**src/rtl/uart_pkg.sv**
```systemverilog
// uart_pkg: shared receiver types and constants; PARITY state is used only with UART_RX_PARITY_EN
package uart_pkg;
  typedef enum logic [2:0] {IDLE, START, DATA, PARITY, STOP, WAIT_IDLE} uart_rx_state_t;
  localparam int UART_DATA_BITS = 8;
  localparam int UART_CLKS_PER_BIT = 87;
endpackage

```
**src/rtl/uart_rx_fifo.sv**
```systemverilog
// uart_rx_fifo: first-word-fall-through FIFO; a pop in the same cycle frees a full slot for the push
module uart_rx_fifo #(
  parameter int W = 8,
  parameter int DEPTH = 4,
  parameter int CW = $clog2(DEPTH) + 1
) (
  input  logic         clk,
  input  logic         rst,
  input  logic         push,
  input  logic [W-1:0] din,
  input  logic         pop,
  output logic [W-1:0] dout,
  output logic         full,
  output logic         empty,
  output logic [CW-1:0] count
);
  localparam int AW = $clog2(DEPTH);
  logic [W-1:0] mem [DEPTH];
  logic [AW-1:0] wr_ptr, rd_ptr;
  logic do_push, do_pop;
  assign full = count == CW'(DEPTH);
  assign empty = count == '0;
  assign do_pop = pop && !empty;
  assign do_push = push && (!full || do_pop);
  assign dout = mem[rd_ptr];
  always_ff @(posedge clk) begin
    if (rst) begin
      wr_ptr <= '0;
      rd_ptr <= '0;
      count <= '0;
      for (int i = 0; i < DEPTH; i++) mem[i] <= '0;
    end else begin
      if (do_push) begin
        mem[wr_ptr] <= din;
        wr_ptr <= wr_ptr + AW'(1);
      end
      if (do_pop) rd_ptr <= rd_ptr + AW'(1);
      count <= count + CW'(do_push) - CW'(do_pop);
    end
  end
endmodule

```
**src/rtl/uart_rx_frontend.sv**
```systemverilog
// uart_rx_frontend: oversampling UART receiver into a FIFO; define UART_RX_PARITY_EN for 8E1 framing
module uart_rx_frontend
  import uart_pkg::*;
#(
  parameter int CLKS_PER_BIT = UART_CLKS_PER_BIT,
  parameter int FIFO_DEPTH = 4
) (
  input  logic                          clk,
  input  logic                          rst,
  input  logic                          ena,
  input  logic                          rx_i,
  output logic [7:0]                    rx_data,
  output logic                          rx_valid,
  input  logic                          rx_ready,
  output logic [$clog2(FIFO_DEPTH):0]   fifo_count,
  output logic                          frame_err,
  output logic                          overrun,
  output logic                          parity_err,
  input  logic                          err_clr
);
  localparam int CW = $clog2(CLKS_PER_BIT);
  localparam int BW = $clog2(UART_DATA_BITS);
  uart_rx_state_t state;
  logic [1:0] sync;
  logic s;
  logic [CW-1:0] cnt;
  logic [BW-1:0] bit_idx;
  logic [UART_DATA_BITS-1:0] shreg;
  logic push, fe_set, full, empty, ov_set;
`ifdef UART_RX_PARITY_EN
  logic par_bad, pe_set;
`endif
  assign s = sync[1];
  always_ff @(posedge clk) begin
    if (rst) sync <= 2'b11;
    else sync <= {sync[0], rx_i};
  end
  // push/fe_set are registered pulses, so FIFO and flags move one cycle after the sample
  always_ff @(posedge clk) begin
    if (rst) begin
      state <= IDLE;
      cnt <= '0;
      bit_idx <= '0;
      shreg <= '0;
      push <= 1'b0;
      fe_set <= 1'b0;
`ifdef UART_RX_PARITY_EN
      par_bad <= 1'b0;
      pe_set <= 1'b0;
`endif
    end else begin
      push <= 1'b0;
      fe_set <= 1'b0;
`ifdef UART_RX_PARITY_EN
      pe_set <= 1'b0;
`endif
      case (state)
        IDLE: if (ena && !s) begin
          state <= START;
          cnt <= CW'(CLKS_PER_BIT / 2 - 1);
        end
        START: if (cnt != '0) cnt <= cnt - CW'(1);
        else begin
          cnt <= CW'(CLKS_PER_BIT - 1);
          bit_idx <= '0;
          state <= s ? IDLE : DATA;
        end
        DATA: if (cnt != '0) cnt <= cnt - CW'(1);
        else begin
          cnt <= CW'(CLKS_PER_BIT - 1);
          shreg <= {s, shreg[UART_DATA_BITS-1:1]};
          bit_idx <= bit_idx + BW'(1);
`ifdef UART_RX_PARITY_EN
          if (bit_idx == BW'(UART_DATA_BITS - 1)) state <= PARITY;
`else
          if (bit_idx == BW'(UART_DATA_BITS - 1)) state <= STOP;
`endif
        end
`ifdef UART_RX_PARITY_EN
        PARITY: if (cnt != '0) cnt <= cnt - CW'(1);
        else begin
          cnt <= CW'(CLKS_PER_BIT - 1);
          par_bad <= s != ^shreg;
          pe_set <= s != ^shreg;
          state <= STOP;
        end
`endif
        STOP: if (cnt != '0) cnt <= cnt - CW'(1);
        else begin
`ifdef UART_RX_PARITY_EN
          push <= s && !par_bad;
`else
          push <= s;
`endif
          fe_set <= !s;
          state <= s ? IDLE : WAIT_IDLE;
        end
        WAIT_IDLE: if (s) state <= IDLE;
        default: state <= IDLE;
      endcase
    end
  end
  assign ov_set = push && full && !rx_ready;
  always_ff @(posedge clk) begin
    if (rst) begin
      frame_err <= 1'b0;
      overrun <= 1'b0;
    end else begin
      frame_err <= fe_set || (frame_err && !err_clr);
      overrun <= ov_set || (overrun && !err_clr);
    end
  end
`ifdef UART_RX_PARITY_EN
  always_ff @(posedge clk) begin
    if (rst) parity_err <= 1'b0;
    else parity_err <= pe_set || (parity_err && !err_clr);
  end
`else
  assign parity_err = 1'b0;
`endif
  assign rx_valid = !empty;
  uart_rx_fifo #(.W(UART_DATA_BITS), .DEPTH(FIFO_DEPTH)) u_fifo (
    .clk(clk),
    .rst(rst),
    .push(push),
    .din(shreg),
    .pop(rx_ready),
    .dout(rx_data),
    .full(full),
    .empty(empty),
    .count(fifo_count)
  );
endmodule

```
**config.mk**
```make
export PLATFORM = sky130hd
export DESIGN_NAME = uart_rx_frontend
export DESIGN_NICKNAME = d
export VERILOG_FILES = /design/src/rtl/uart_pkg.sv /design/src/rtl/uart_rx_fifo.sv /design/src/rtl/uart_rx_frontend.sv
export SDC_FILE = /design/constraint.sdc
export NUM_CORES = 1
export LEC_CHECK = 0
export ABC_AREA = 1
export CORE_ASPECT_RATIO = 0.75
export CORE_MARGIN = 2
export CORE_UTILIZATION = 45
export CTS_CLUSTER_SIZE = 30
export DETAILED_ROUTE_END_ITERATION = 8
export DONT_BUFFER_PORTS = 1
export GPL_TIMING_DRIVEN = 1
export PLACE_DENSITY_LB_ADDON = 0.12
export SYNTH_ARGS = -nofsm -noshare
export SYNTH_HDL_FRONTEND = slang
export SYNTH_SLANG_ARGS = --single-unit
export TNS_END_PERCENT = 50
```
**constraint.sdc**
```tcl
create_clock -name clk -period 3.44 [get_ports clk]
set_input_delay 0.688 -clock clk [delete_from_list [all_inputs] [get_ports clk]]
set_output_delay 0.688 -clock clk [all_outputs]
set_load 0.02 [all_outputs]
```
; Word-level counts from Yosys, hierarchy flattened
; Memory sizes are Yosys's and may differ from the RTL's. A register that Yosys moved wholly into a read port is not among the register bits.
; Index checks and enable logic that the tools add are counted.
[word_totals]
ff_bits = 34
latchBits = 0
mem_bits_rw = 32
romBits = 0
input_bits = 6
output_inout_bits = 15
word_cells = 87
n_memories = 1
[classes]
n_addsub = 6
n_mul = 0
div = 0
n_lt_le_gt_ge = 0
n_eq_ne = 13
shift = 0
n_mux = 26
bitwise_logic = 2
reduce_logical = 27
[mem_list]
columns = name, depth, word_bits, rd, rd_clocked_by_memory_dff, write_ports, line
row1 = u_fifo.mem, 4, 8, 1, 1, 4, uart_rx_fifo.sv:18  ; logic [W-1:0] mem [DEPTH];
[op_table]
columns = operator, count
row1 = 3-bit two-way mux, 9
row2 = 7-bit two-way mux, 3
row3 = 7-bit one-hot mux with 3 select lines, 1
row4 = 3-bit one-hot mux with 5 select lines, 1
row5 = "2-bit inequality test, second input constant", 7
row6 = "3-bit == test, second input constant", 4
row7 = 2-bit two-way mux, 4
row8 = 8-bit two-way mux, 1
row9 = 8-bit OR reduction, 1
row10 = 1-bit logical AND, 7
row11 = 7-bit nonzero test, 1
row12 = "7-bit by 1-bit subtractor with 7-bit output, second input constant", 1
row13 = 3-bit logical NOT, 2
row14 = 1-bit two-way mux, 6
row15 = 3-bit one-hot mux with 2 select lines, 1
row16 = 3-bit AND reduction, 2
row17 = 6-bit AND reduction, 1
row18 = 1-bit logical NOT, 5
row19 = "2-bit by 1-bit adder with 2-bit output, second input constant", 2
row20 = 3-bit by 1-bit adder with 3-bit output, 1
row21 = "3-bit by 1-bit adder with 3-bit output, second input constant", 1
row22 = "3-bit by 1-bit == test with 1-bit output, second input constant", 1
row23 = "3-bit by 2-bit == test with 1-bit output, second input constant", 1
row24 = 1-bit logical OR, 3
row25 = 7 further kinds, 8

; Depth between registers and ports, before layout
; Gate-level depths: netlist of the first run.
[depth]
word_depth = 10
ltp_mapped = 11

; Cells and area by module
; Synthesis of the first run repeated with hierarchy kept, for this count alone.
[hier_totals]
hier_cells = 392
hier_area_um2 = 3241.9
[by_module_without_submodules]
columns = mod, n_inst, cells_per_inst, area_per_inst_um2, seq_area_each_um2
row1 = uart_rx_fifo, 1, 185, 1821.7, 1141.1
row2 = uart_rx_frontend, 1, 207, 1420.1, 540.5

; Least setup slack after synthesis of the first run
; OpenSTA, ideal clock, no wires.
[synth_timing]
path_type = input to register
from = input port rx_ready
to = register u_fifo.count[2]
arrival_ps = 2074
t_required_ps = 3370
slack_ps = 1296
cell_stages = 10
cell_sequence = inv_1 > a21oi_1 > ha_1 > inv_1 > ha_1 > inv_1 > fa_1 > inv_1 > o21ai_0 > a21oi_1
[synth_via]
elab_chain_cells = 5
[synth_rtl]
columns = item, line
row1 = from (decl), uart_rx_frontend.sv:14  ; input logic rx_ready,
row2 = 1-bit logical AND (*), uart_rx_fifo.sv:23  ; assign do_pop = pop && !empty;
row3 = net u_fifo.do_pop, uart_rx_fifo.sv:20  ; logic do_push, do_pop;
row4 = 1-bit logical OR, uart_rx_fifo.sv:24  ; assign do_push = push && (!full || do_pop);
row5 = 1-bit logical AND, uart_rx_fifo.sv:24
row6 = 3-bit by 1-bit adder with 3-bit output, uart_rx_fifo.sv:38  ; count <= count + CW'(do_push) - CW'(do_pop);
row7 = 3-bit by 1-bit subtractor with 3-bit output (*), uart_rx_fifo.sv:38
row8 = to (signal assigned), uart_rx_fifo.sv:38
row9 = to (decl), uart_rx_fifo.sv:15  ; output logic [CW-1:0] count
; Mark *: on every way through the listed nets, which the timed path passes. The rest lies on a longest branch.
; A chain may end at the register's enable or synchronous reset.

==> results of run 1 <==
## synthesized netlist by cell type
| master | number |
|---|---|
| nand2_4 | 2 |
| edfxtp_1 | 32 |
| nand4_1 | 3 |
| a21oi_2 | 2 |
| nand3_4 | 3 |
| nand4_2 | 1 |
| dfxtp_1 | 36 |
| nor2_4 | 3 |
| nand3_1 | 11 |
| clkbuf_1 | 5 |
| ha_1 | 5 |
| or2_2 | 2 |
| o21ai_0 | 23 |
| nor3_1 | 2 |
| nand2_2 | 5 |
| inv_1 | 35 |
| nor2_2 | 2 |
| inv_2 | 7 |
| xor2_1 | 2 |
| fa_1 | 1 |
| nand2_1 | 48 |
| nand3b_1 | 1 |
| buf_8 | 1 |
| o22ai_1 | 8 |
| o21ai_1 | 8 |
| nor3_2 | 1 |
| a31oi_1 | 1 |
| a21boi_0 | 1 |
| a21oi_1 | 20 |
| buf_4 | 1 |
| a21boi_4 | 1 |
| or2_0 | 1 |
| xnor2_1 | 1 |
| clkinv_1 | 1 |
| conb_1 | 1 |
| nor2_8 | 1 |
| nor2_1 | 81 |
## layer usage
layer  global-route usage, %  share of wire, %  vias to the layer above
li1                        -                 -                     1189
met1                    27.5                51                     1059
met2                    25.9                42                       55
met3                    6.06               6.7                        4
met4                    5.75              0.47                        0
met5                       0                 0                        -
## power by group through the flow
stage | clock network (mW) | logic [mW] | registers [mW]
3_5_place_dp | 0 | 0.758 | 1.05
4_1_cts | 0.710 | 0.763 | 1.04
6_report | 0.686 | 0.753 | 1.04
3_3_place_gp | 0 | 0.741 | 1.05
2_1_floorplan | 0 | 0.641 | 1.02
5_1_grt | 0.745 | 0.869 | 1.05
## stage by stage
stage	cells	worst slack, ps	hold slack [ps]
floorplan	359	1300	389
global placement	437	1180	397
detailed placement	437	1160	400
CTS	453	814	382
global route	453	529	379
finish	453	843	406
## cell type report
type	instances	share of cell area, %
inverter	43	4.71
multi-input combinational	241	36.7
clock inverter	3	1.28
timing repair buffer	1	0.219
sequential	68	49.1
clock buffer	13	4.93
tap	84	3.07
## state kept, by name, summed over array words and instances (netlist names), 2 cells and up, named ones only
signal,cells
u_fifo.rd_ptr,2
state,3
cnt,7
u_fifo.count,3
u_fifo.mem,32
bit_idx,3
sync,2
shreg,8
u_fifo.wr_ptr,2
## worst max-delay path by stage
stage / startpoint / end / slack, ps / cells past startpoint
after floorplan: rx_ready / u_fifo.count[2] / 1300 / 10
after global routing: register / rx_data[1] / 530 / 3
after CTS: register / rx_data[2] / 810 / 3
after detailed placement: rx_ready / u_fifo.count[2] / 1160 / 10
after global placement: rst / u_fifo.mem[1][0] / 1180 / 4
final: register / rx_data[2] / 840 / 3
## cell families after synthesis
logic type | count (synthesis)
AOI/OAI and AO/OA | 64
xor gates and xnor gates | 3
adders and majority gates | 6
buffers and inverters | 50
DFF | 68
other | 1
and+or+nand+nor | 167
==> flow_summary.toml, run 1 <==
[finish]
fin_util_pct = 50.4
final_cell_area_mm2 = 0.00343
final_nets = 376
mostFrequentLayoutCell = "nor2_1"
syn_to_final_growth_pct = 9.04
fillers = 655
diodes = 0
drive_gt1_share_pct = 12.5
layout_common_cells = "81 x nor2_1, 48 x nand2_1, 36 x dfxtp_1"
register_area_mm2 = 0.00168
multi_input_area_mm2 = 0.00126

[hold_path]
min_path_type = "in2reg"
holdPathEnd = "bit_idx[2]"
min_from = "rst"
hold_depth = 1

[power_and_ir_drop]
share_seq_of_total_power_pct = 41.8
total_power_mw = 2.48
netSwitchingFraction_pct = 37.1
p_int_mw = 1.56
p_per_area_mw_per_mm2 = 723
power.share.clock_pct = 27.7
switchingPower_mw = 0.919
vdd_drop_max_mv = 0.305
power_leakage_nw = 1.39
power_frac_comb_pct = 30.4

[synth]
yosys.area_share.simple_pct = 25.1
synth.area.mux_share_pct = 0
synth_cell_types = 37
synth_top_family_by_area = "simple AND/OR/NAND/NOR gates"
syn_nets = 371
synth_fa_ha_area_share_pct = 2.63
syn_area_mm2 = 0.00314
synth_area_leaders = "edfxtp_1 31%, dfxtp_1 23%, nor2_1 9.7%"
synth_compound_area_share_pct = 11.3
syn_area_per_cell_um2 = 8.75
synth_top_area_share_pct = 30.6
synth_seq_area_share_pct = 53.5
synth-xor-area-share_pct = 0.836
synth_seq_cells = 68
syn_inst = 359
synth-warning-count = 0
synth_top_cell_by_area = "edfxtp_1"

[clock_network]
clk_pin_slew_ps = 70
clock_sinks = 68
post_cts_buffers = 0
clk_latency_ps = 340
cts_hold_buffers = 0
cts_made_buffers = 9
clockRootBuffer = "clkbuf_8"
cts_tree = "yes"
htree_levels = 3
cts.repair.resized = 0
cts_max_path_buffers = 2

[placement]
gp_congestion = 0.870
placed_cell_area_mm2 = 0.00321
place_hpwl_um = 4470
port_buffers = 0

[setup_path]
cp.arrival_ps = 1910
path_class = "reg2out"
path_cells = "inv_1 > o21ai_0 > o22ai_1"
cp_max_fo = 17
reg2reg_to = "u_fifo.count[2]"
rrSetupSlack_ps = 1240
rr_worst_depth = 10
r2r_start = "u_fifo.count[1]"
end_kind = "output pin"
critical_path.startpoint_type = "register"
path_buf_inv = 1
cp_slowest_cell = "dfxtp_1"
crit_family = "flip-flops"
max_stage_delay_ps = 670
cp.required_ps = 2750

[global_route]
grt.overflow.total = 0
grt_pass1_wl_um = 11000
antenna_found_initial = 0
grtUsageTotal_pct = 18.6
grt_max_degree = 28
grt_pass1_vias = 2194

[outcome]
status = "completed"

[detailed_routing]
viasPerCell = 5.09
drt-total-wl_um = 6400
wl_per_cell_um = 14.1
final_antenna_net_count = 0
dr.first_iter.drc_count = 111
num_vias = 2307
drc = 0
drt_first_pass_iters = 4

[timing]
fin_crit_ps = 2600
clock_skew_ps = 7.82
worst_pin_slew_ps = 817
slew_viol_final = 0
max_freq_ghz = 0.385
hold_viol_final = 0
finalCritPeriodShare_pct = 75.5
setup_viol = 0
max_slew_margin_pct = 45.2
setup_tns_ps = 0
rsz0062_at_grt = "no"

[floorplan]
die-width_um = 100
io-pin-count = 21
initial_core_util_pct = 46.2
dieArea_mm2 = 0.00767
design.core.area_mm2 = 0.00680
die_height_um = 76.4
fp-row-count = 26

[job]
max-cap-violations = 0
Power figures use the tool's default switching activity.
==> run 2, diff against run 1 <==
Clock period 3.44 ns to 2.5 ns, I/O delays scaled along.
==> run 2 against run 1 <==
Sequential power increased by 33%. Utilization increased by 0.59 points. Global-route usage fell by 0.22 points. Critical path depth rose by 7. Combinational power rose by 43%. Clock power grew 47%. Non-clock buffer count is 4 higher. Cell count is 0.88% higher. First-iteration DRC count fell by 30%. Worst setup slack got worse by 560 ps. Worst hold slack got worse by 200 ps. Register-to-register slack got worse by 950 ps. Critical path type is now reg2reg. Highest routed layer unchanged.
==> flow_summary.toml, run 2 (synthesis gave the netlist of run 1 again) <==
[finish]
fin_util_pct = 51.0
diodes = 0
drive_gt1_share_pct = 13.7
largest_register_ffs = 32
final_nets = 380
syn_to_final_growth_pct = 10.3
largest_register = "u_fifo.mem"
final_cell_area_mm2 = 0.00347
fin_cells = 457
reg_top3 = "u_fifo.mem x32, shreg x8, cnt x7"
layout_common_cells = "81 x nor2_1, 48 x nand2_1, 36 x dfxtp_1"
mostFrequentLayoutCell = "nor2_1"
fillers = 663

[timing]
hold_viol_final = 0
fin_ws_ps = 288
rsz0062_at_grt = "no"
max_freq_ghz = 0.452
clock_skew_ps = 12.6
whs_ps = 210
max_slew_margin_pct = 65.6
fin_crit_ps = 2210
slew_viol_final = 0
finalCritPeriodShare_pct = 88.5
setup_viol = 0
worst_pin_slew_ps = 523
setup_tns_ps = 0

[setup_path]
cp.required_ps = 2780
path_buf_inv = 3
path_cells = "nor2_1 > a21oi_1 > ha_1 > inv_1 > ha_1 > inv_1 > fa_1 > inv_1 > o21ai_0 > a21oi_1"
max_stage_delay_ps = 560
cp.arrival_ps = 2490
end_kind = "register"
cp_max_fo = 5
timing.critical_path.mode_cell = "inv_1"
crit_family = "adder cells"
critical_path.startpoint_type = "register"
path_class = "reg2reg"
cp_slowest_cell = "dfxtp_1"

[global_route]
grt_pass1_vias = 2115
grtUsageTotal_pct = 18.4
antenna_found_initial = 0
grt.overflow.total = 0
grt_pass1_wl_um = 10700
grt_max_degree = 21

[detailed_routing]
final_antenna_net_count = 0
num_vias = 2300
wl_per_cell_um = 14.1
dr.first_iter.drc_count = 78
drc = 0
drt-total-wl_um = 6450
drt_first_pass_iters = 4
viasPerCell = 5.03

[floorplan]
design.core.area_mm2 = 0.00680
dieArea_mm2 = 0.00767
die_height_um = 76.4
fp-row-count = 26
die-width_um = 100
io-pin-count = 21
initial_core_util_pct = 46.2

[power_and_ir_drop]
vdd_drop_max_mv = 0.301
total_power_mw = 3.48
p_per_area_mw_per_mm2 = 1000
power_leakage_nw = 1.41

[placement]
placed_cell_area_mm2 = 0.00324
dp_cells = 441
place_hpwl_um = 4450
pre_cts_ws_ps = 296
gp_congestion = 0.814
port_buffers = 0

[clock_network]
post_cts_buffers = 0
clockRootBuffer = "clkbuf_8"
cts.repair.resized = 0
htree_levels = 3
cts_max_path_buffers = 2
cts_hold_buffers = 0
clk_latency_ps = 350
cts_made_buffers = 9
clock_sinks = 68
cts_tree = "yes"
clk_pin_slew_ps = 80

[hold_path]
min_path_type = "in2reg"

[job]
max-cap-violations = 0

[outcome]
status = "completed"
==> run 2: changes by cell type in the layout (fill, tap and decap cells not counted) <==
cell / before / now
clkbuf_1: 1 / 0
buf_4: 1 / 5
clkbuf_8: 12 / 9
clkinvlp_4: 0 / 1
inv_6: 0 / 2
bufinv_16: 1 / 2
==> run 2: path summary, 6_finish.rpt <==
kind | from | endpoint | slack, ps | cells after the start
min | rst | bit_idx[1] | 210 | 1
max | u_fifo.count[1] | u_fifo.count[2] | 290 | 10
min reg2reg | sync[0] | sync[1] | 420 | 1
max reg2reg | u_fifo.count[1] | u_fifo.count[2] | 290 | 10
==> run 2: report_power, final <==
part	leakage, nW	switching, mW	internal (mW)	total [mW]
clock	0.110	0.445	0.568	1.01
sequential	0.624	0.112	1.27	1.38
combinational	0.681	0.743	0.340	1.08
==> run 2: area by class of cell <==
class | count | area, um2 | share of cell area, %
tap | 84 | 105 | 3.03
clock inverter | 7 | 98.8 | 2.85
multi-input combinational | 241 | 1260 | 36.3
timing repair buffer | 5 | 37.5 | 1.08
inverter | 43 | 161 | 4.66
sequential | 68 | 1680 | 48.5
clock buffer | 9 | 124 | 3.57
==> run 2: layer usage <==
layer	part of all wire [%]	routed length [um]	GRT usage (%)	vias up
met4	1.3	86	6.03	0
li1	-	-	-	1195
met3	7.6	490	6.61	7
met1	51	3260	27.1	1047
met5	0	0	0	-
met2	40	2610	25.1	51
==> run 3, diff against run 2 <==
Settings changed: PLACE_DENSITY_LB_ADDON 0.12 to unset.
Clock period 2.5 ns to 1.9 ns, I/O delays scaled along.
==> run 3 against run 2 <==
Non-clock buffer count is 16 higher. Power is 36% higher. First-iteration DRC count is 19% higher. Design area is 4.2% higher. Largest cell class unchanged.
==> flow_summary.toml, run 3 (synthesis gave the netlist of run 1 again) <==
[clock_network]
clockRootBuffer = "clkbuf_8"
cts_max_path_buffers = 2
htree_levels = 3
cts_made_buffers = 9
cts_hold_buffers = 0
cts_tree = "yes"
clk_latency_ps = 340
clock_sinks = 68
clk_pin_slew_ps = 70

[floorplan]
die_height_um = 76.4
die-width_um = 100
dieArea_mm2 = 0.00767
initial_core_util_pct = 46.2
io-pin-count = 21
design.core.area_mm2 = 0.00680
fp-row-count = 26

[timing]
fin_ws_ps = 73.7
fin_crit_ps = 1830
slew_viol_final = 0
max_freq_ghz = 0.548
clock_skew_ps = 6.96
finalCritPeriodShare_pct = 96.1
hold_viol_final = 0
setup_viol = 0
setup_tns_ps = 0

[finish]
largest_register_ffs = 32
final_nets = 397
drive_gt1_share_pct = 19.5
reg_top3 = "u_fifo.mem x32, shreg x8, cnt x7"
syn_to_final_growth_pct = 14.9
largest_register = "u_fifo.mem"
diodes = 0
layout_common_cells = "80 x nor2_1, 46 x nand2_1, 33 x inv_1, 33 x dfxtp_1, 32 x edfxtp_1"
register_area_mm2 = 0.00169
multi_input_area_mm2 = 0.00127
final_cell_area_mm2 = 0.00361
mostFrequentLayoutCell = "nor2_1"
fin_util_pct = 53.1
fillers = 642

[global_route]
grt_max_degree = 21
antenna_found_initial = 0
grt.overflow.total = 0
grt_pass1_vias = 2157
grtUsageTotal_pct = 17.3
grt_pass1_wl_um = 10200

[power_and_ir_drop]
power_leakage_nw = 1.48
p_per_area_mw_per_mm2 = 1310
vdd_drop_max_mv = 0.469

[placement]
port_buffers = 0
placed_cell_area_mm2 = 0.00335
gp_congestion = 0.790
pre_cts_ws_ps = 107
place_hpwl_um = 4320

[detailed_routing]
wl_per_cell_um = 13.4
num_vias = 2353
dr.first_iter.drc_count = 93
final_antenna_net_count = 0
drc = 0
drt-total-wl_um = 6340
drt_first_pass_iters = 4
viasPerCell = 4.96

[setup_path]
cp_max_fo = 16
path_class = "reg2out"
end_kind = "output pin"
cp.required_ps = 1520
cp.arrival_ps = 1450
critical_path.startpoint_type = "register"

[outcome]
status = "completed"

[hold_path]
min_path_type = "in2reg"

[job]
max-cap-violations = 0
==> run 3: per-stage QoR <==
stage          instances  hold WS, ps  power [mW]
2_1_floorplan        359          389        3.02
3_3_place_gp         455          400        3.40
3_5_place_dp         455          395        3.42
4_1_cts              471         79.2        4.70
5_1_grt              474         75.3        5.04
6_report             474         93.1        4.73
==> run 3: final timing paths <==
kind / from / end / slack, ps / cells past startpoint
hold / removal: rst / bit_idx[1] / 90 / 1
hold reg to reg: sync[0] / sync[1] / 410 / 1
setup / recovery: register / rx_data[6] / 70 / 4
setup reg to reg: u_fifo.count[0] / u_fifo.count[2] / 140 / 10
==> run 3: per-layer routing <==
| metal | track usage [%] | up-vias | part of all wire, % |
|---|---|---|---|
| met5 | 0 | - | 0 |
| met4 | 5.62 | 0 | 0.65 |
| met3 | 5.50 | 2 | 4.8 |
| met2 | 24.6 | 52 | 43 |
| met1 | 25.1 | 1072 | 52 |
| li1 | - | 1227 | - |
==> run 3: worst max-delay path, stage by stage (launching register included) <==
cell and delay [ps]:
dfxtp_4 390, buf_6 180, o21ai_0 120, o22ai_1 230
buf_4 180
==> run 3: power breakdown <==
part / total, mW / internal [mW] / switching [mW]
registers: 1.81 / 1.68 / 0.133
logic: 1.64 / 0.590 / 1.05
clock network: 1.28 / 0.731 / 0.545
total: 4.73 / 3.00 / 1.73
==> run 3: final cells by class <==
cell class                      instances  area share, %
Timing Repair Buffer                   21           4.47
Clock inverter                          7           2.53
Multi-Input combinational cell        241           35.1
Tap cell                               84           2.91
Timing Repair inverter                  1          0.208
Sequential cell                        68           46.7
Inverter                               43           4.57
Clock buffer                            9           3.43
==> run 3: timing repair <==
item,in CTS,in global routing
endpoints found under the hold margin,0,0
resized for setup,0,10
setup buffers,0,2
endpoints found under the setup margin,0,25
